[src/rtl/fetch_pkg.sv]
// fetch_pkg: state encoding, NOP constant and IF/ID record shared by the fetch stage
package fetch_pkg;
   typedef enum logic [2:0] {IDLE, ISSUE, WAIT, HOLD, DROP} fetch_state_e;
   localparam logic [31:0] NOP_INSTR = 32'h0000_0013;
   typedef struct packed {
      logic        valid;
      logic [31:0] pc;
      logic [31:0] instr;
   } if_id_t;
endpackage

[src/rtl/if_id_reg.sv]
// if_id_reg: IF/ID pipeline register, priority flush > hold > load > bubble
module if_id_reg import fetch_pkg::*; (
   input  logic   clk,
   input  logic   rst_n,
   input  logic   flush,
   input  logic   hold,
   input  logic   load,
   input  if_id_t d,
   output if_id_t q
);
   always_ff @(posedge clk or negedge rst_n)
      if (!rst_n) q <= '{valid: 1'b0, pc: '0, instr: NOP_INSTR};
      else if (flush) q <= '{valid: 1'b0, pc: q.pc, instr: NOP_INSTR};
      else if (!hold) q <= load ? d : '{valid: 1'b0, pc: q.pc, instr: NOP_INSTR};
endmodule

[src/rtl/fetch_stage.sv]
// fetch_stage: PC, one-outstanding imem fetch FSM and IF/ID register.
// Defining FETCH_PERF_CNT_EN adds perf_fetch_cnt / perf_redirect_cnt.
module fetch_stage import fetch_pkg::*; #(
   parameter int              PC_W     = 9,
   parameter logic [PC_W-1:0] RESET_PC = '0
) (
   input  logic            clk,
   input  logic            rst_n,
   input  logic            stall,
   input  logic            pc_sel,
   input  logic [31:0]     branch_target,
   output logic            imem_req,
   output logic [PC_W-3:0] imem_addr,
   input  logic            imem_rvalid,
   input  logic [31:0]     imem_rdata,
   output logic            if_id_valid,
   output logic [PC_W-1:0] if_id_pc,
   output logic [31:0]     if_id_instr
`ifdef FETCH_PERF_CNT_EN
   ,
   output logic [31:0]     perf_fetch_cnt,
   output logic [31:0]     perf_redirect_cnt
`endif
);
   fetch_state_e    state, state_n;
   logic [PC_W-1:0] pc, pc_n, pc_inc, tgt;
   logic [31:0]     hold_buf, hold_buf_n, ld_instr;
   logic            load;
   if_id_t          d, q;
   logic            unused_bits;
   assign pc_inc = pc + PC_W'(4);
   assign tgt    = {branch_target[PC_W-1:2], 2'b00};
   assign unused_bits = ^{branch_target[31:PC_W], branch_target[1:0], q.pc[31:PC_W]};
   always_ff @(posedge clk or negedge rst_n)
      if (!rst_n) begin
         state    <= IDLE;
         pc       <= RESET_PC;
         hold_buf <= '0;
      end else begin
         state    <= state_n;
         pc       <= pc_n;
         hold_buf <= hold_buf_n;
      end
   // pc always names the instruction being fetched; the chained request targets pc+4
   always_comb begin
      state_n    = state;
      pc_n       = pc;
      hold_buf_n = hold_buf;
      load       = 1'b0;
      ld_instr   = imem_rdata;
      imem_req   = 1'b0;
      imem_addr  = pc[PC_W-1:2];
      case (state)
         IDLE: begin
            state_n = ISSUE;
            if (pc_sel) pc_n = tgt;
         end
         ISSUE:
            if (pc_sel) pc_n = tgt;
            else begin
               imem_req = 1'b1;
               state_n  = WAIT;
            end
         WAIT:
            if (imem_rvalid) begin
               if (pc_sel) begin
                  pc_n    = tgt;
                  state_n = ISSUE;
               end else if (stall) begin
                  hold_buf_n = imem_rdata;
                  state_n    = HOLD;
               end else begin
                  load      = 1'b1;
                  pc_n      = pc_inc;
                  imem_req  = 1'b1;
                  imem_addr = pc_inc[PC_W-1:2];
               end
            end else if (pc_sel) begin
               pc_n    = tgt;
               state_n = DROP;
            end
         HOLD:
            if (pc_sel) begin
               pc_n    = tgt;
               state_n = ISSUE;
            end else if (!stall) begin
               load     = 1'b1;
               ld_instr = hold_buf;
               pc_n     = pc_inc;
               state_n  = ISSUE;
            end
         DROP: begin
            if (pc_sel) pc_n = tgt;
            if (imem_rvalid) state_n = ISSUE;
         end
         default: state_n = IDLE;
      endcase
   end
   assign d = '{valid: 1'b1, pc: 32'(pc), instr: ld_instr};
   if_id_reg u_if_id (
      .clk   (clk),
      .rst_n (rst_n),
      .flush (pc_sel),
      .hold  (stall),
      .load  (load),
      .d     (d),
      .q     (q)
   );
   assign if_id_valid = q.valid;
   assign if_id_pc    = q.pc[PC_W-1:0];
   assign if_id_instr = q.instr;
`ifdef FETCH_PERF_CNT_EN
   always_ff @(posedge clk or negedge rst_n)
      if (!rst_n) begin
         perf_fetch_cnt    <= '0;
         perf_redirect_cnt <= '0;
      end else begin
         if (load) perf_fetch_cnt <= perf_fetch_cnt + 32'd1;
         if (pc_sel) perf_redirect_cnt <= perf_redirect_cnt + 32'd1;
      end
`endif
endmodule

[config.mk]
export PLATFORM = sky130hd
export DESIGN_NAME = fetch_stage
export DESIGN_NICKNAME = d
export VERILOG_FILES = /design/src/rtl/fetch_pkg.sv /design/src/rtl/if_id_reg.sv /design/src/rtl/fetch_stage.sv
export SDC_FILE = /design/constraint.sdc
export NUM_CORES = 1
export LEC_CHECK = 0
export BUFFER_PORTS_ARGS = -buffer_cell sky130_fd_sc_hd__buf_2
export CAP_MARGIN = 20
export CORE_UTILIZATION = 56
export DETAILED_ROUTE_END_ITERATION = 10
export PLACE_DENSITY = 0.86
export SLEW_MARGIN = 20
export SYNTH_ARGS = -nofsm -noshare
export SYNTH_HDL_FRONTEND = slang
export SYNTH_SLANG_ARGS = --single-unit
[constraint.sdc]
create_clock -name clk -period 4.1 [get_ports clk]
set_input_delay 0.41 -clock clk [delete_from_list [all_inputs] [get_ports clk]]
set_output_delay 0.41 -clock clk [all_outputs]
set_load 0.03 [all_outputs]
==> summary.md <==
The via count of the first global-routing pass was 2806. Timing analysis after detailed placement gives a worst setup slack of 1780 ps. Summed over all layers, the global routing overflow is 0. The number of cells on the worst reg-to-reg path is 4, and the cts-stage hold buffer count is 0. Max-cap violations in this run came to 0. The synthesized design contains 0 enable-type register cells. The endpoint of the lowest-slack register-to-register path was u_if_id.q[40]$_DFFE_PN0P_. The number of placed instances, taps included, is 503.

STA classifies the critical path startpoint as a flip-flop. The total design power came out at 2.90 mW. In this run the remaining antenna-violating nets after routing total 0. The number of nets in the final layout is 488. The worst setup path is of the reg -> out kind. The number of buffer and inverter stages on the critical path is 1, and the count of warnings emitted by yosys is 0. After layout, the worst setup slack is 1400 ps.

For the standard cell area after detailed placement, the log shows 4480 sq um. For this run, asynchronously set or reset flops after synthesis account for 100%. The CTS sink count came out at 86. The worst slew margin relative to its limit was 42.6%; the share of final-layout standard cells stronger than drive strength 1 was 38.8%.

After clock tree synthesis, the setup repair step added 0 buffers. The count of vias placed by the detailed router is 2869, and the area used by multi-input combinational logic is 1720 sq um. In this run the deepest clock path goes through 2 buffers.

Once detailed placement completed, the half-perimeter wirelength came to 5540 um. The last element of the critical path was imem_addr[1]. The run gives 0.371 GHz as the maximum frequency from static timing analysis. The setup TNS was 0 ps. The tools report the overall routed net length as 8350 um.

For the final database, setup skew stands at 13.0 ps. The run gives 39.2% as the met2 track utilization from global routing. The logs give 0 for the DRC violations left and 81.0 ps for the worst hold margin. After routing the design area is 4740 sq um.

Once layout is complete, the utilization of the core stands at 69.0%. The logs give 2.45 nW for the leakage dissipation and 119 for the top-level I/O count. The final max-slew violation count is 0. The clock-pin slew reported for the worst setup and hold paths after clock tree synthesis was 90 ps; the die outline area was 7500 sq um.

The run finished with clean final reports. The most used flip-flop cell after synthesis is dfrtp_1. In the global route stage, met1 resource usage came out at 31.2%.

Leaving out filler cells and counting taps, the final layout contains 519. At the worst endpoint, the required time is 3690 ps. The initial antenna violation count is 0, and the violation count after the first detailed-route iteration is 127. For the arrival time at the worst endpoint, the log shows 2290 ps. The run gives 0 as the total count of hold-check failures in the final report.

The run gives 0.888 as the routability congestion estimate from global placement. TritonCTS built the clock tree. The overall track demand over capacity in global routing was 23.8%.

For the distinct cell type count after synthesis, the log shows 45. After detailed routing, the number of vias per cell comes to 5.53. The most critical setup path has its startpoint at state[1]$_DFFE_PN0P_. For the placeable core region, the log shows 6870 sq um. The worst path in the final design needs a cycle of 2700 ps, including I/O delays and setup. Fill cells in the final layout number 522.

Proportion of synthesized chip area in sequential cells: 53.8%. The clock tree synthesis step divided the H-tree into 3 levels. The number of gates resized after CTS was 0.

In the finished design, the share of the clock period the worst path needs comes to 65.7%. The critical path goes through and2b_2 > nand3_1 > nor2_1 > mux2_2 > buf_2. The tools report the critical path capture point type as an output port. The transition time at the pin with the least slew margin was 859 ps.

The area growth from synthesis to layout is 18.3%. From left edge to right edge, the die measures 86.6 um. The synthesized netlist net count was 405. For the number of antenna diodes, the log shows 0. The first global-routing pass estimated 13500 um of wire.

Counting every instance in the synthesized netlist gives 335. The floorplan has 30 rows. The synthesized design contains 86 register bits. VDD sags by at most 333 uV.

Slowest stage cell on the critical path: dfrtp_1. The die is 86.6 um tall. Broken down by cell family, the worst path's largest delay share belongs to simple AND/OR/NAND/NOR gates. Dividing total power by cell area gives a power density of 612 nW/um^2. The total stage count of the critical path was 5; the maximum number of pins on one net before global-route repair was 87. Clock latency on the worst-skew pair, taken at its later pin, is 360 ps. Synthesized area per cell: 12.0 sq um. For the area of the mapped netlist, the log shows 4010 sq um.

On the worst path, the slowest cell contributes a delay of 620 ps. In this run the critical register-to-register path is launched from state[1]$_DFFE_PN0P_. Setup repair after global routing left no endpoint under its margin. The initial utilization of the core area, before any placement, comes to 58.3%. The met3 routing resource usage after global routing is 5.33%, and the register-to-register path setup slack is 1910 ps. Of all nets on the critical path, the largest fanout is 14. The number of setup violations in the final report came out at 0.

The tree is rooted in a clkbuf_8. The number of detailed-routing iterations run before antenna repair is 6. The classification of the worst-slack hold path was in -> async. The layer flagged by global routing as most heavily used is met2. In the final routed layout, each cell accounts on average for 16.1 um.

Buffers inserted during clock tree synthesis total 9. During placement, the flow inserted port buffers numbering 93. Across the whole layout, storage elements account for 2160 sq um.
-- worst min path at each step --
stage                           endpoint                      start  slack [ps]  depth (start not counted)
6_report       u_if_id.q[16]$_DFFE_PN0P_                      rst_n          80                          1
5_1_grt        u_if_id.q[16]$_DFFE_PN0P_                      rst_n         160                          1
4_1_cts         hold_buf[10]$_DFFE_PN0P_             imem_rdata[10]         270                          2
3_5_place_dp   u_if_id.q[64]$_DFFE_PN0P_  u_if_id.q[64]$_DFFE_PN0P_         460                          2
3_3_place_gp   u_if_id.q[13]$_DFFE_PN0P_  u_if_id.q[13]$_DFFE_PN0P_         460                          2
2_1_floorplan    hold_buf[0]$_DFFE_PN0P_                      rst_n         110                          0
-- logic make-up after synthesis --
group	count (synthesis)	synth area share (%)
mux	79	21.8
fa+ha+maj	1	0.312
buf+inv	26	3.56
flops	86	53.8
simple gates	74	9.21
compound gates	60	9.31
xor+xnor	9	1.97
-- registers in the layout, summed over array words and instances, names as in the netlist --
name / flops
pc: 9
u_if_id.q: 42
hold_buf: 32
state: 3
-- per-layer routing --
metal / part of all wire [%] / wire, um
met3: 4.4 / 371
met2: 52 / 4310
met1: 43 / 3550
met4: 1.4 / 113
met5: 0 / 0
-- Yosys cell counts (all sizes together), types with 4 or more instances --
master | number | area share, %
buf | 14 | 2.4
dfrtp | 83 | 52
mux2 | 46 | 14
xnor2 | 5 | 1.1
xor2 | 4 | 0.87
inv | 4 | 0.37
nor2 | 14 | 1.4
o221ai | 4 | 0.87
mux2i | 33 | 8.2
clkbuf | 8 | 0.75
nand2 | 41 | 4.0
o21ai | 38 | 4.9
-- cells in the final DEF (no fill, tap or decap), drive strengths merged, types with 2 or more instances in the layout --
cell and count:
and2 3, nand4b 2, nor3 3, o22a 3, dfstp 3, clkbuf 10, mux2 46, dfrtp 83
o221a 2, a211oi 2, xor2 4, nand2b 3, o22ai 2, nand3b 3, nor2 14, nand2 41
bufinv 3, a21oi 3, xnor2 5, inv 5, mux2i 33, nand4 2, buf 94, o21ai 38
a311oi 2, o221ai 4
-- final cells by class --
cell class                      count  area share, %
Clock buffer                       10           2.90
Clock inverter                      6           2.48
Inverter                            4          0.317
Multi-Input combinational cell    223           36.2
Sequential cell                    86           45.5
Tap cell                           96           2.53
Timing Repair Buffer               94           10.1
-- power breakdown --
group	total [mW]	switching, mW	internal, mW	leakage [nW]
combinational	0.877	0.477	0.400	1.21
sequential	1.28	0.188	1.09	1.12
clock	0.741	0.315	0.427	0.125
total	2.90	0.980	1.92	2.45
-- worst register-to-register path, stage by stage (launching register included) --
cell	delay, ps
dfrtp_1	620
o21ai_2	150
nor3_4	260
nand2_2	550
mux2_2	510
No activity file was read; power rests on OpenSTA's default activity.
